**src/rtl/mem_store_pkg.sv**
```systemverilog
// mem_store_pkg
//   Shared definitions for the store write path: func3 encodings for the
//   store flavours, strobe width, the buffered store entry layout and a
//   helper that maps func3 to the unshifted byte strobe.
//   Build option: MEM_STORE_MISALIGN_SPLIT_EN (see mem_store_unit).
package mem_store_pkg;

    localparam int XLEN   = 32;
    localparam int STRB_W = XLEN / 8;

    localparam logic [2:0] F3_SB = 3'b000;
    localparam logic [2:0] F3_SH = 3'b001;
    localparam logic [2:0] F3_SW = 3'b010;

    // One word-aligned memory write as held in the store buffer.
    typedef struct packed {
        logic [XLEN-1:0]   addr;
        logic [XLEN-1:0]   wdata;
        logic [STRB_W-1:0] wstrb;
    } store_entry_t;

    // Unshifted strobe; any func3 other than SB/SH behaves as SW.
    function automatic logic [STRB_W-1:0] base_strobe(input logic [2:0] func3);
        case (func3)
            F3_SB:   base_strobe = 4'b0001;
            F3_SH:   base_strobe = 4'b0011;
            default: base_strobe = 4'b1111;
        endcase
    endfunction

endpackage

```
**src/rtl/mem_store_unit_align.sv**
```systemverilog
// store_align
//   Purely combinational lane alignment of one store request.
//   Ports:
//     addr_i       byte address of the store
//     func3_i      store size (SB/SH/SW, others as SW)
//     data_i       rs2 value, unshifted
//     lo_o         word-aligned entry covering the low word
//     hi_o         entry for the following word (only meaningful if misaligned)
//     misaligned_o store spills into the following word
module store_align
    import mem_store_pkg::*;
(
    input  logic [XLEN-1:0] addr_i,
    input  logic [2:0]      func3_i,
    input  logic [XLEN-1:0] data_i,
    output store_entry_t    lo_o,
    output store_entry_t    hi_o,
    output logic            misaligned_o
);

    logic [1:0]          byte_off;
    logic [2*STRB_W-1:0] strb8;
    logic [2*XLEN-1:0]   data64;
    logic [XLEN-1:0]     lo_addr;

    assign byte_off = addr_i[1:0];

    // Shift across a two-word window so the spill-over lands in the upper half.
    assign strb8   = {{STRB_W{1'b0}}, base_strobe(func3_i)} << byte_off;
    assign data64  = {{XLEN{1'b0}}, data_i} << {byte_off, 3'b000};
    assign lo_addr = {addr_i[XLEN-1:2], 2'b00};

    assign lo_o.addr  = lo_addr;
    assign lo_o.wdata = data64[XLEN-1:0];
    assign lo_o.wstrb = strb8[STRB_W-1:0];

    // Wraps modulo 2^32 at the top of the address space.
    assign hi_o.addr  = lo_addr + 32'd4;
    assign hi_o.wdata = data64[2*XLEN-1:XLEN];
    assign hi_o.wstrb = strb8[2*STRB_W-1:STRB_W];

    assign misaligned_o = |strb8[2*STRB_W-1:STRB_W];

endmodule

```
**src/rtl/mem_store_unit.sv**
```systemverilog
// mem_store_unit
//   Turns SB/SH/SW requests into word-aligned memory writes with byte
//   strobes, buffered in a DEPTH-entry FIFO.
//   Build option: MEM_STORE_MISALIGN_SPLIT_EN -- when defined, misaligned
//   stores are split into two ordered word writes; otherwise they are
//   dropped and flagged on misalign_o.
//   Ports:
//     clk, rst             clock, synchronous active-high reset
//     st_valid_i/ready_o   request handshake
//     st_addr_i/func3_i/data_i  store request fields
//     mem_req_o/gnt_i      memory write handshake for the head entry
//     mem_addr_o/wdata_o/wstrb_o  head entry
//     misalign_o           one-cycle pulse for a dropped misaligned store
//     empty_o              nothing buffered and no split pending
//
//   Handshakes: a request transfers on a clock edge where st_valid_i and
//   st_ready_o are both 1; st_ready_o never looks at st_valid_i. The head
//   entry leaves on an edge where mem_req_o and mem_gnt_i are both 1; while
//   mem_req_o waits for a grant the mem_* outputs do not change.
module mem_store_unit
    import mem_store_pkg::*;
#(
    parameter int WIDTH = 32,
    parameter int DEPTH = 4
) (
    input  logic               clk,
    input  logic               rst,
    input  logic               st_valid_i,
    output logic               st_ready_o,
    input  logic [WIDTH-1:0]   st_addr_i,
    input  logic [2:0]         st_func3_i,
    input  logic [WIDTH-1:0]   st_data_i,
    output logic               mem_req_o,
    input  logic               mem_gnt_i,
    output logic [WIDTH-1:0]   mem_addr_o,
    output logic [WIDTH-1:0]   mem_wdata_o,
    output logic [WIDTH/8-1:0] mem_wstrb_o,
    output logic               misalign_o,
    output logic               empty_o
);

    localparam int PTR_W = $clog2(DEPTH);
    localparam int CNT_W = PTR_W + 1;

    localparam logic [0:0] ST_IDLE  = 1'b0;
    localparam logic [0:0] ST_SPLIT = 1'b1;

    store_entry_t     lo_entry;
    store_entry_t     hi_entry;
    logic             misaligned;

    store_entry_t     fifo_q [DEPTH];
    logic [PTR_W-1:0] wr_ptr_q, wr_ptr_d;
    logic [PTR_W-1:0] rd_ptr_q, rd_ptr_d;
    logic [CNT_W-1:0] count_q, count_d;
    logic [0:0]       state_q, state_d;
    logic             misalign_q, misalign_d;

    logic             not_full;
    logic             xfer;
    logic             push;
    logic             pop;
    store_entry_t     push_entry;
    store_entry_t     head;

    store_align u_align (
        .addr_i       (st_addr_i),
        .func3_i      (st_func3_i),
        .data_i       (st_data_i),
        .lo_o         (lo_entry),
        .hi_o         (hi_entry),
        .misaligned_o (misaligned)
    );

    // Fullness is judged on the registered count only, so a pop in the
    // same cycle never opens room for a push.
    assign not_full   = count_q < CNT_W'(DEPTH);
    assign st_ready_o = not_full && (state_q == ST_IDLE) && !rst;
    assign xfer       = st_valid_i && st_ready_o;
    assign pop        = (count_q != '0) && mem_gnt_i;

`ifdef MEM_STORE_MISALIGN_SPLIT_EN
    store_entry_t hold_q, hold_d;
`else
    logic unused_hi;
    assign unused_hi = ^hi_entry;
`endif

    always_comb begin
        state_d    = state_q;
        push       = 1'b0;
        push_entry = lo_entry;
        misalign_d = 1'b0;
`ifdef MEM_STORE_MISALIGN_SPLIT_EN
        hold_d     = hold_q;
`endif
        case (state_q)
            ST_IDLE: begin
                if (xfer) begin
`ifdef MEM_STORE_MISALIGN_SPLIT_EN
                    push = 1'b1;
                    if (misaligned) begin
                        hold_d  = hi_entry;
                        state_d = ST_SPLIT;
                    end
`else
                    // Misaligned stores are accepted but never written.
                    push       = !misaligned;
                    misalign_d = misaligned;
`endif
                end
            end
`ifdef MEM_STORE_MISALIGN_SPLIT_EN
            ST_SPLIT: begin
                if (not_full) begin
                    push       = 1'b1;
                    push_entry = hold_q;
                    state_d    = ST_IDLE;
                end
            end
`endif
            default: state_d = ST_IDLE;
        endcase
    end

    always_comb begin
        wr_ptr_d = push ? wr_ptr_q + PTR_W'(1) : wr_ptr_q;
        rd_ptr_d = pop  ? rd_ptr_q + PTR_W'(1) : rd_ptr_q;
        count_d  = count_q;
        case ({push, pop})
            2'b10:   count_d = count_q + CNT_W'(1);
            2'b01:   count_d = count_q - CNT_W'(1);
            default: count_d = count_q;
        endcase
    end

    always_ff @(posedge clk) begin
        if (rst) begin
            wr_ptr_q   <= '0;
            rd_ptr_q   <= '0;
            count_q    <= '0;
            state_q    <= ST_IDLE;
            misalign_q <= 1'b0;
        end else begin
            wr_ptr_q   <= wr_ptr_d;
            rd_ptr_q   <= rd_ptr_d;
            count_q    <= count_d;
            state_q    <= state_d;
            misalign_q <= misalign_d;
        end
    end

    // Storage needs no reset: the pointers and count decide what is live.
    always_ff @(posedge clk) begin
        if (push && !rst) begin
            fifo_q[wr_ptr_q] <= push_entry;
        end
    end

`ifdef MEM_STORE_MISALIGN_SPLIT_EN
    always_ff @(posedge clk) begin
        hold_q <= hold_d;
    end
`endif

    assign head        = fifo_q[rd_ptr_q];
    assign mem_req_o   = (count_q != '0);
    assign mem_addr_o  = head.addr;
    assign mem_wdata_o = head.wdata;
    assign mem_wstrb_o = head.wstrb;
    assign misalign_o  = misalign_q;
    assign empty_o     = (count_q == '0) && (state_q == ST_IDLE);

endmodule

```
**config.mk**
```make
export PLATFORM = sky130hd
export DESIGN_NAME = mem_store_unit
export DESIGN_NICKNAME = d
export VERILOG_FILES = /design/src/rtl/mem_store_pkg.sv /design/src/rtl/mem_store_unit_align.sv /design/src/rtl/mem_store_unit.sv
export SDC_FILE = /design/constraint.sdc
export NUM_CORES = 1
export LEC_CHECK = 0
export CAP_MARGIN = 20
export CORE_AREA = 5 5 120 178
export DETAILED_ROUTE_END_ITERATION = 8
export DIE_AREA = 0 0 125 183
export DONT_BUFFER_PORTS = 1
export PLACE_DENSITY = 0.88
export SLEW_MARGIN = 20
export SYNTH_ARGS = -nofsm -noshare
export SYNTH_HDL_FRONTEND = slang
export SYNTH_HIERARCHICAL = 1
export SYNTH_SLANG_ARGS = --single-unit
```
**constraint.sdc**
```tcl
create_clock -name clk -period 4.2 [get_ports clk]
set_clock_uncertainty 0.05 [all_clocks]
set_input_delay 0 -clock clk [delete_from_list [all_inputs] [get_ports clk]]
set_output_delay 0 -clock clk [all_outputs]
set_load 0.01 [all_outputs]
```
-- Word-level counts from Yosys, hierarchy flattened
Memories as Yosys holds them, arrays and structs flattened. A register that Yosys moved wholly into a read port is not among the register bits.
Index checks and enable logic that the tools add are counted.
- register bits: 8
- latch bits: 0
- RAM bits: 264
- bits in read-only memories: 0
- bits of input ports: 71
- output and inout port bits: 72
- logic and storage cells: 35
- memories kept: 1
- memory list (memory ; words ; width ; read ports ; clocked after Yosys merged registers in ; write ports ; RTL line ; text):
    fifo_q ; 4 ; 66 ; 1 ; 1 ; 1 ; mem_store_unit.sv:52 ; store_entry_t fifo_q [DEPTH];
- add/sub/neg operators: 4
- multiply operators: 0
- divide/modulo/power cells: 0
- $lt $le $gt $ge: 1
- eq/ne operators: 3
- shift-type cells: 2
- muxes and demuxes: 7
- bitwise gates (word level): 1
- reductions and logical operators: 12
- operators by type and width (cell ; count):
    << shifter 32 x 5 -> 32 bit ; 1
    case mux 4 bit (2 select lines) ; 1
    << shifter 4 x 2 -> 8 bit ; 1
    zero test 3 bit ; 2
    case mux 3 bit (2 select lines) ; 1
    adder 2 x 1 -> 2 bit (second input constant) ; 2
    logical AND 1 bit ; 4
    2-to-1 mux 2 bit ; 2
    OR reduction 4 bit ; 1
    adder 3 x 1 -> 3 bit (second input constant) ; 1
    equality test 3 x 1 -> 1 bit (second input constant) ; 1
    less-than comparator 3 bit (second input constant) ; 1
    2-to-1 mux 1 bit ; 3
    nonzero test 3 bit ; 1
    subtractor 3 x 1 -> 3 bit (second input constant) ; 1
    equality test 2 x 1 -> 1 bit (second input constant) ; 1
    equality test 2 bit (second input constant) ; 1
    zero test 1 bit ; 2
    nonzero test 2 bit ; 1
    OR reduction 2 bit ; 1
    NOT 1 bit ; 1

-- Logic depth before layout (Yosys ltp)
Gate-level depths: netlist of the first run.
- word-level depth: 9
- depth in mapped cells: 14
- mapped depth without buffers: 12

-- Hierarchy
The synthesis of the first run kept the hierarchy.
- by module, submodules not included (module ; instances ; cells an instance ; area each (um2) ; sequential area each (um2)):
    mem_store_unit ; 1 ; 410 ; 10343.7 ; 8368.0
    store_align ; 1 ; 257 ; 1724.2 ; 0.0

-- Worst setup path before layout of the first run
Ideal clock, no wire load.
- path type: in2reg
- start: input port st_addr_i[0]
- end: memory fifo_q[0][0] in the netlist's numbering (enable)
- library setup time: 0.433 ns
- arrival time: 2.719 ns
- required time: 3.717 ns
- setup slack: 0.998 ns
- stages: 8
- path buffers: 2
- cells stage by stage: buf_2 -> buf_2 -> nand2_1 -> nand2_1 -> nand2_1 -> nand2_1 -> nor4b_4 -> and2_1
- cells in the longest elaborated chain, start to end: 7
- RTL lines (element ; RTL line ; text):
    start: declaration ; mem_store_unit.sv:30 ; input logic [WIDTH-1:0] st_addr_i,
    << shifter 4 x 2 -> 8 bit ; mem_store_unit_align.sv:29 ; assign strb8 = {{STRB_W{1'b0}}, base_strobe(func3_i)} << byte_off;
    OR reduction 4 bit ; mem_store_unit_align.sv:42 ; assign misaligned_o = |strb8[2*STRB_W-1:STRB_W];
    named net misaligned ; mem_store_unit.sv:50 ; logic misaligned;
    zero test 1 bit ; mem_store_unit.sv:108 ; push = !misaligned;
    2-to-1 mux 1 bit ; mem_store_unit.sv:99 ; if (xfer) begin
    logical AND 1 bit ; mem_store_unit.sv:155 ; if (push && !rst) begin
    2-to-1 mux 1 bit ; mem_store_unit.sv:155 ;
    2-to-1 mux 1 bit (not written as such) ; mem_store_unit.sv:156 ; fifo_q[wr_ptr_q] <= push_entry;
    end: declaration ; mem_store_unit.sv:52 ;
The timed path passes the listed nets, and every way through them passes these cells.

-- Worst setup path in the final report of the first run
- start: input port st_func3_i[1]
- end: memory fifo_q[2][36] in the netlist's numbering (enable)
- cells in the longest elaborated chain, start to end: 9
- elaborated cells between the ends (all ways): 10
- those cells by class: eq/ne (1); shift (1); mux (4); reduce/logical (4)
- RTL lines (element ; RTL line ; text):
    start: declaration ; mem_store_unit.sv:31 ; input logic [2:0] st_func3_i,
    equality test 3 x 1 -> 1 bit or zero test 3 bit (tied branches) ; mem_store_pkg.sv:24 ; case (func3)
    case mux 4 bit (2 select lines) (*) ; mem_store_pkg.sv:24 ;
    << shifter 4 x 2 -> 8 bit (*) ; mem_store_unit_align.sv:29 ;
    OR reduction 4 bit (*) ; mem_store_unit_align.sv:42 ;
    named net misaligned ; mem_store_unit.sv:50 ;
    zero test 1 bit (*) ; mem_store_unit.sv:108 ;
    2-to-1 mux 1 bit (*) ; mem_store_unit.sv:99 ;
    logical AND 1 bit (*) ; mem_store_unit.sv:155 ;
    2-to-1 mux 1 bit (*) ; mem_store_unit.sv:155 ;
    2-to-1 mux 1 bit (not written as such) (*) ; mem_store_unit.sv:156 ;
The timed path passes the listed nets; every way through them passes the cells marked *.

==> metrics.txt, run 1 <==
Setup CP Type primary input to flop; antenna violations before repair 1; placed cell area 11100 um^2; reg-to-reg slack, setup 1.94 ns; Setup crit end fifo_q[2][36]; DR iter-0 viols 412; WL final 24100 um; CTS tree built; pwr dens 476 nW/um^2; final setup vio count 0; Area Growth Syn to Fin 14.5%; Final Total Pwr 0.00607 W; Max Fclk 325 MHz; Tot GR Track Use 21.0%; crit path DAT 3.16 ns; Via-to-Cell Ratio 6.05; Required @ worst endpoint 4.29 ns; Clock transition at path regs 0.06 ns; cell total after placement 735; first-pass GRT wire length 35900 um; fin crit share 73.3%; Antenna Violating Nets Remaining 0; Post-route DRC 0; leakage power 4.07 nW; Synth Instances 529; fin cells 866; average cell area after synthesis 21.1 um^2; critical-path maximum fanout 68; r2r worst-path depth 2; Final Hold Violating Endpoints 0; mapped cell area 11200 um^2; Worst-Margin Slew 1.02 ns; Core Box Area 19600 um^2; num rows 63; maxcap violations 0; Ports 143; Finished Cell Area 12800 um^2; RSZ-0062 raised after global routing no; Die Wd 125 um; die area 22900 um^2; GPL Wtd Cong 0.762; # clock sinks 282; startpoint types primary input; DR vias 5239; Core Util, Final 65.0%; Die H 183 um; vias in the first global route 5729; Max Transition Viols Final 0; Post-CTS Setup Bufs 0; PortBufs 0; post-CTS resize count 0; H-Tree Depth 1; Peak supply drop 346 uV; largest net degree at the start of global routing 69; hold buffers post-CTS 84; Clock Tree Root clkbuf_16; initial core utilization 56.8%; setup_tns 0 ns; worst r2r dst fifo_q[2][36]; Post-DP HPWL 13600 um; Setup crit start st_func3_i[1]; slew margin rel. 32.2%; min Tclk post-route 3.08 ns; status completed; Ant. Diodes 0; Yosys warning count 6; Nets 664; Worst Hold Class primary input to flop; CP Capture Type flop; grt total ovfl 0; TritonCTS Buffers 26; clk_lat worst skew 0.52 ns; FF-to-FF Start count_q[2]; Clock Path Buffers 3; TritonRoute pass-1 iters 5; WL/cell 27.8 um; share of cells above drive strength 1 18.8%
per-layer routing:
metal / routed length [um] / GRT usage [%]
met1: 7930 / 23.4
met2: 13800 / 39.6
met3: 1600 / 4.78
met4: 726 / 7.03
met5: 13 / 0
registers in the layout, indices dropped and copies added (netlist names), named ones only:
| name | flops |
|---|---|
| count_q | 3 |
| wr_ptr_q | 2 |
| rd_ptr_q | 2 |
| misalign_o | 1 |
| fifo_q | 272 |
through the flow:
step | hold WS, ns | worst slack [ns]
after detailed placement | 0.0239 | 1.92
after floorplan | 0.0959 | 1.03
after global routing | 0.0280 | 0.954
after CTS | 0.00957 | 1.31
after global placement | 0.0193 | 2.06
final | 0.0519 | 1.12
how the worst min path moves through the flow:
stage               slack (ns)            end  cells past startpoint    startpoint
finish                    0.05   fifo_q[1][2]                      3  st_addr_i[0]
detailed placement        0.02           flop                      1           rst
CTS                       0.01  fifo_q[0][34]                      2  st_data_i[6]
floorplan                  0.1     misalign_o                      1    st_valid_i
global placement          0.02           flop                      1           rst
global route              0.03   fifo_q[0][2]                      3  st_addr_i[0]
worst max-delay path: stages:
cell and delay, ns:
dlygate4sd3_1 0.55, nor2_1 0.27, nand2_1 0.14, nand2_1 0.10, dlygate4sd3_1 0.61, nand2_1 0.11
nor4b_4 0.42, and2_4 0.86
cell type report:
class	instances	area, um^2
sequential	282	8380
fill	1203	6860
multi-input combinational	182	2350
timing repair buffer	86	866
clock buffer	32	694
tap	260	325
clock inverter	15	124
inverter	9	33.8
layout by cell type, fill, tap and decap left out, drive strengths merged:
| cell | instances |
|---|---|
| mux2i | 32 |
| inv | 10 |
| nor4b | 1 |
| xor2 | 3 |
| o21ai | 12 |
| o31ai | 2 |
| clkbuf | 32 |
| nor2 | 19 |
| ha | 5 |
| mux4 | 68 |
| edfxtp | 272 |
| and2 | 12 |
| o21a | 1 |
| and3 | 1 |
| conb | 2 |
| fa | 1 |
| clkinv | 10 |
| xnor2 | 1 |
| buf | 3 |
| dlygate4sd3 | 83 |
| clkinvlp | 2 |
| a21oi | 4 |
| dfxtp | 10 |
| bufinv | 2 |
| nand2 | 15 |
| or3 | 3 |
report_power, final:
group	leakage [nW]	switching [W]	internal, W
Clock	0.392	0.000955	0.00129
Sequential	2.55	0.0000783	0.00313
Combinational	1.13	0.000316	0.000299
Total	4.07	0.00135	0.00473
Power figures use the tool's default switching activity.
==> run 2, diff against run 1 <==
- clock period: 4.2 -> 3.2 ns (I/O delays scaled with it)
==> metrics.txt, run 2 (synthesis gave the netlist of run 1 again) <==
Clock Tree Root clkbuf_16; WL final 23100 um (-4.0%); grt total ovfl 0 (unchanged); largest registers fifo_q: 272 flops, count_q: 3 flops; Final Hold Violating Endpoints 0 (unchanged); # clock sinks 282 (unchanged); Top reg by flops fifo_q; leakage power 4.09 nW (+0.38%); startpoint types primary input; hold depth 2 (-1); switching portion of total power 22.4% (+0.24 points); GPL Wtd Cong 0.725 (-4.8%); antenna violations before repair 0 (-1); RSZ-0062 raised after global routing no; Area Growth Syn to Fin 14.7%; initial core utilization 56.8% (unchanged); Max Fclk 335 MHz; Hold Slack 0.0202 ns (-0.0316 ns); most common cell after layout, fill and taps aside edfxtp_1; power share of the combinational group 11.2% (+1.1 points); Required @ worst endpoint 3.60 ns (-0.69 ns); num rows 63 (unchanged); Peak supply drop 501 uV (+45%); crit path DAT 3.38 ns (+0.22 ns); slew margin rel. 33.2% (+1.1 points); fin worst setup slack 0.218 ns (-0.905 ns); reg-to-reg slack, setup 1.03 ns (-0.91 ns); TritonRoute pass-1 iters 4 (-1); DR iter-0 viols 352 (-15%); FILL cells 1206 (+0.25%); pwr dens 610 nW/um^2 (+28%); Nets 668 (+0.60%); Tot GR Track Use 20.1% (-0.91 points); register share of total power 53.2% (+0.3 points); CP Capture Type flop; Core Util, Final 65.2% (+0.15 points); status completed; Setup CP Type primary input to flop; FF-to-FF Start count_q[2]; die area 22900 um^2 (unchanged); Ant. Diodes 0 (unchanged); clk_lat worst skew 0.53 ns (about the same); worst r2r dst fifo_q[1][16]; fin crit share 93.2%; final setup vio count 0 (unchanged); Clock Path Buffers 3 (unchanged); hold path start st_data_i[2]; largest net degree at the start of global routing 69 (unchanged); vias in the first global route 5733 (+0.070%); hold endpoint fifo_q[0][30]; min Tclk post-route 2.98 ns; pre-CTS setup slack 0.921 ns (-0.994 ns); Post-route DRC 0 (unchanged); sw power 0.00175 W (+30%); post-CTS resize count 0 (unchanged); TritonCTS Buffers 26 (unchanged); Die H 183 um (unchanged); Worst Hold Class primary input to flop; Power Internal 0.00605 W (+28%); setup_tns 0 ns (unchanged); Worst-Margin Slew 1.00 ns (-0.0162 ns); critical-path maximum fanout 22 (-68%); first-pass GRT wire length 34800 um (-3.0%); Die Wd 125 um (unchanged); maxcap violations 0 (unchanged); PortBufs 0 (unchanged); Post-DP HPWL 13500 um (-0.30%); most frequent cells in the layout edfxtp_1 (272), dlygate4sd3_1 (83), mux4_2 (68); Via-to-Cell Ratio 5.94 (-1.8%); Core Box Area 19600 um^2 (unchanged); H-Tree Depth 1 (unchanged); Antenna Violating Nets Remaining 0 (unchanged); max reg flops 272 (unchanged); CTS tree built; Ports 143 (unchanged); Clock transition at path regs 0.06 ns (about the same); clock share of power 35.7% (-1.3 points); share of cells above drive strength 1 19.1% (+0.27 points); DR vias 5157 (-1.6%); WL/cell 26.6 um (-4.2%); r2r worst-path depth 3 (+1); Max Transition Viols Final 0 (unchanged)
-- run 2: final cells by class --
cell class	count	area [um^2]	area share, %
clock buffer	34	702	5.49
inverter	9	33.8	0.264
clock inverter	11	53.8	0.420
multi-input combinational	182	2350	18.3
timing repair buffer	90	958	7.49
sequential	282	8380	65.5
tap	260	325	2.54
-- run 2: metrics by stage --
step | std cells | instance area [um^2] | total power [W]
floorplan | 530 | 11200 | 0.00490
global placement | 739 | 11200 | 0.00495
detailed placement | 739 | 11200 | 0.00498
CTS | 868 | 12800 | 0.00784
global route | 868 | 12800 | 0.00807
finish | 868 | 12800 | 0.00780
-- run 2: what timing repair did --
action / in CTS / in global routing
setup buffers: 0 / 0
hold endpoints to repair: 298 / 0
hold buffers: 84 / 0
-- run 2: power by group through the flow --
stage | sequential, W | combinational, W | clock [W]
after floorplan | 0.00420 | 0.000695 | 0
after global placement | 0.00422 | 0.000731 | 0
after detailed placement | 0.00423 | 0.000752 | 0
after CTS | 0.00415 | 0.000880 | 0.00281
after global routing | 0.00415 | 0.000936 | 0.00299
final | 0.00415 | 0.000872 | 0.00278
-- run 2: worst max-delay path: stages --
cell and delay, ns:
dlygate4sd3_1 1.01, nand2_1 0.10, dlygate4sd3_1 0.59, nand2_1 0.18, nor4b_4 0.10, inv_1 0.08
ha_1 0.19, inv_1 0.06, fa_1 0.38, xor2_1 0.17, or3_1 0.32, a21oi_1 0.19
-- run 2: worst max-delay path by stage --
| stage | endpoint | slack (ns) | depth (start not counted) | from |
|---|---|---|---|---|
| floorplan | fifo_q[1][0] | 0.03 | 8 | st_addr_i[0] |
| global placement | fifo_q[1][25] | 1.07 | 7 | st_func3_i[1] |
| detailed placement | fifo_q[1][29] | 0.92 | 7 | st_func3_i[1] |
| CTS | fifo_q[3][32] | 0.32 | 10 | st_addr_i[0] |
| global route | count_q[2] | 0.15 | 12 | st_addr_i[1] |
| finish | count_q[2] | 0.22 | 12 | st_addr_i[1] |
-- run 2: routing by layer --
layer	track usage, %	vias to the layer above	wire, um
met5	0	-	0
li1	-	2218	-
met2	37.1	267	12700
met3	4.02	51	1650
met1	23.5	2621	7950
met4	6.77	0	776
==> run 3, diff against run 2 <==
- ABC_AREA: default -> 1
- CORE_AREA: 5 5 120 178 -> 5 5 121 181
- DIE_AREA: 0 0 125 183 -> 0 0 126 186
- PLACE_DENSITY: 0.88 -> 0.89
==> metrics.txt, run 3 <==
TritonRoute pass-1 iters 7 (+3); startpoint types primary input; switching portion of total power 29.2% (+6.7 points); share of cells above drive strength 1 5.78% (-13 points); Nets 1011 (+51%); largest registers fifo_q: 272 flops, count_q: 3 flops; Finished Cell Area 12900 um^2 (+1.2%); crit path DAT 3.29 ns (-0.09 ns); critical-path maximum fanout 28 (+27%); Peak supply drop 614 uV (+22%); pwr dens 672 nW/um^2 (+10%); vias in the first global route 6921 (+21%); die area 23400 um^2 (+2.5%); RSZ-0062 raised after global routing no; CP Capture Type flop; Clock transition at path regs 0.07 ns (about the same); clock share of power 31.9% (-3.8 points); register share of total power 48.7% (-4.5 points); PortBufs 0 (unchanged); WL final 25000 um (+8.1%); TritonCTS Buffers 23 (-12%); Power Internal 0.00617 W (+1.9%); grt total ovfl 0 (unchanged); max incr delay on CP 1.25 ns (+0.24 ns); crit path buf inv count 4 (unchanged); Post-DP HPWL 13100 um (-3.1%); Worst Hold Class primary input to flop; Hold Slack 0.0373 ns (+0.0170 ns); average cell area after synthesis 12.6 um^2 (-40%); Max Transition Viols Final 0 (unchanged); Clock Path Buffers 3 (unchanged); Worst-Margin Slew 1.08 ns (+0.0745 ns); num rows 64 (+1.6%); Yosys warning count 6 (unchanged); worst path cell trace dlygate4sd3_1, nor2_1, nor3_1, inv_1, nand3_2, ha_1, inv_1, fa_1, inv_1, nand2_1, nand3_1, nand2_1, nand2_1, nor2_1; Clock Tree Root clkbuf_16; clk_lat worst skew 0.51 ns (-0.02 ns); CTS tree built; slew margin rel. 28.0% (-5.2 points); CP top delay family buffers and inverters; sw power 0.00254 W (+45%); mapped cell area 11500 um^2 (+2.8%); leakage power 4.42 nW (+8.2%); Final Hold Violating Endpoints 0 (unchanged); first-pass GRT wire length 37300 um (+7.0%); Die Wd 126 um (+0.80%); maxcap violations 0 (unchanged); Required @ worst endpoint 3.54 ns (-0.06 ns); WL/cell 20.5 um (-23%); # clock sinks 282 (unchanged); Area Growth Syn to Fin 13.0%; status completed; largest net degree at the start of global routing 137 (+99%); GPL Wtd Cong 0.797 (+9.9%); placed cell area 11400 um^2 (+1.8%); initial core utilization 56.8% (about the same); fin crit share 92.3% (-0.91 points); reg-to-reg slack, setup 1.14 ns (+0.11 ns); antenna violations before repair 2 (+2); Synth Instances 907 (+71%); DR vias 7177 (+39%); most frequent cells in the layout edfxtp_1 (272), nor2_1 (168), o21ai_0 (159); Antenna Violating Nets Remaining 0 (unchanged); final setup vio count 0 (unchanged); slowest CP cell dlygate4sd3_1; FILL cells 1425 (+18%); Ports 143 (unchanged); Top reg by flops fifo_q; Core Util, Final 64.2% (-1.0 points); Die H 186 um (+1.6%); Tot GR Track Use 20.3% (+0.23 points); H-Tree Depth 1 (unchanged); DR iter-0 viols 720 (+100%); power share of the combinational group 19.5% (+8.3 points); most common cell after layout, fill and taps aside edfxtp_1; max reg flops 272 (unchanged); Via-to-Cell Ratio 5.89 (-0.82%); min Tclk post-route 2.95 ns (-0.0290 ns); Max Fclk 339 MHz (+0.98%); Setup CP Type primary input to flop; Core Box Area 20200 um^2 (+2.8%); Post-route DRC 0 (unchanged)
run 3: final timing paths:
path | startpoint | to | depth (start not counted)
hold reg to reg | count_q[0] | count_q[0] | 2
hold / removal | st_func3_i[2] | fifo_q[3][3] | 4
setup reg to reg | count_q[2] | count_q[2] | 10
setup / recovery | st_addr_i[0] | count_q[2] | 14
run 3: power by group through the flow:
stage          Sequential (W)  Clock, W  Combinational, W
3_5_place_dp          0.00432         0           0.00156
6_report              0.00424   0.00278           0.00169
2_1_floorplan         0.00427         0           0.00132
3_3_place_gp          0.00431         0           0.00151
5_1_grt               0.00424   0.00300           0.00187
4_1_cts               0.00424   0.00279           0.00168
run 3: layout make-up:
type / count / area (um^2) / share of cell area [%]
clock inverters: 16 / 165 / 1.28
well taps: 264 / 330 / 2.55
diodes: 3 / 7.51 / 0.0580
multi-input cells: 489 / 2370 / 18.3
inverters: 50 / 193 / 1.49
flip-flops and latches: 282 / 8370 / 64.7
clock buffers: 26 / 587 / 4.53
repair buffers: 88 / 918 / 7.09
run 3: through the flow:
stage / std cells / worst slack (ns) / power (W) / setup TNS [ns]
2_1_floorplan: 908 / -1.01 / 0.00559 / -274.94
3_3_place_gp: 1094 / 1.21 / 0.00582 / 0
3_5_place_dp: 1094 / 1.14 / 0.00588 / 0
4_1_cts: 1215 / 0.384 / 0.00871 / 0
5_1_grt: 1217 / 0.0956 / 0.00911 / 0
6_report: 1218 / 0.247 / 0.00871 / 0
run 3: timing repair:
action                     CTS  global route
setup endpoints to repair    0             0
buffers inserted             0             0
resized for setup            0             0
hold endpoints to repair   274             0
hold buffers                79             0
run 3: worst register-to-register path, delay by kind of cell (launching register included):
kind	cells	cell delay, ns
adder cells (fa/ha/maj)	2	0.53
AND/OR/NAND/NOR	6	0.90
buffers and inverters	2	0.15
flip-flops	1	0.33
run 3: layer usage:
| layer | up-vias | share of wire [%] | GRT usage [%] |
|---|---|---|---|
| li1 | 3282 | - | - |
| met1 | 3415 | 36 | 24.8 |
| met2 | 403 | 51 | 34.7 |
| met3 | 77 | 8.4 | 3.79 |
| met4 | 0 | 4.6 | 10.5 |
| met5 | - | 0 | 0 |
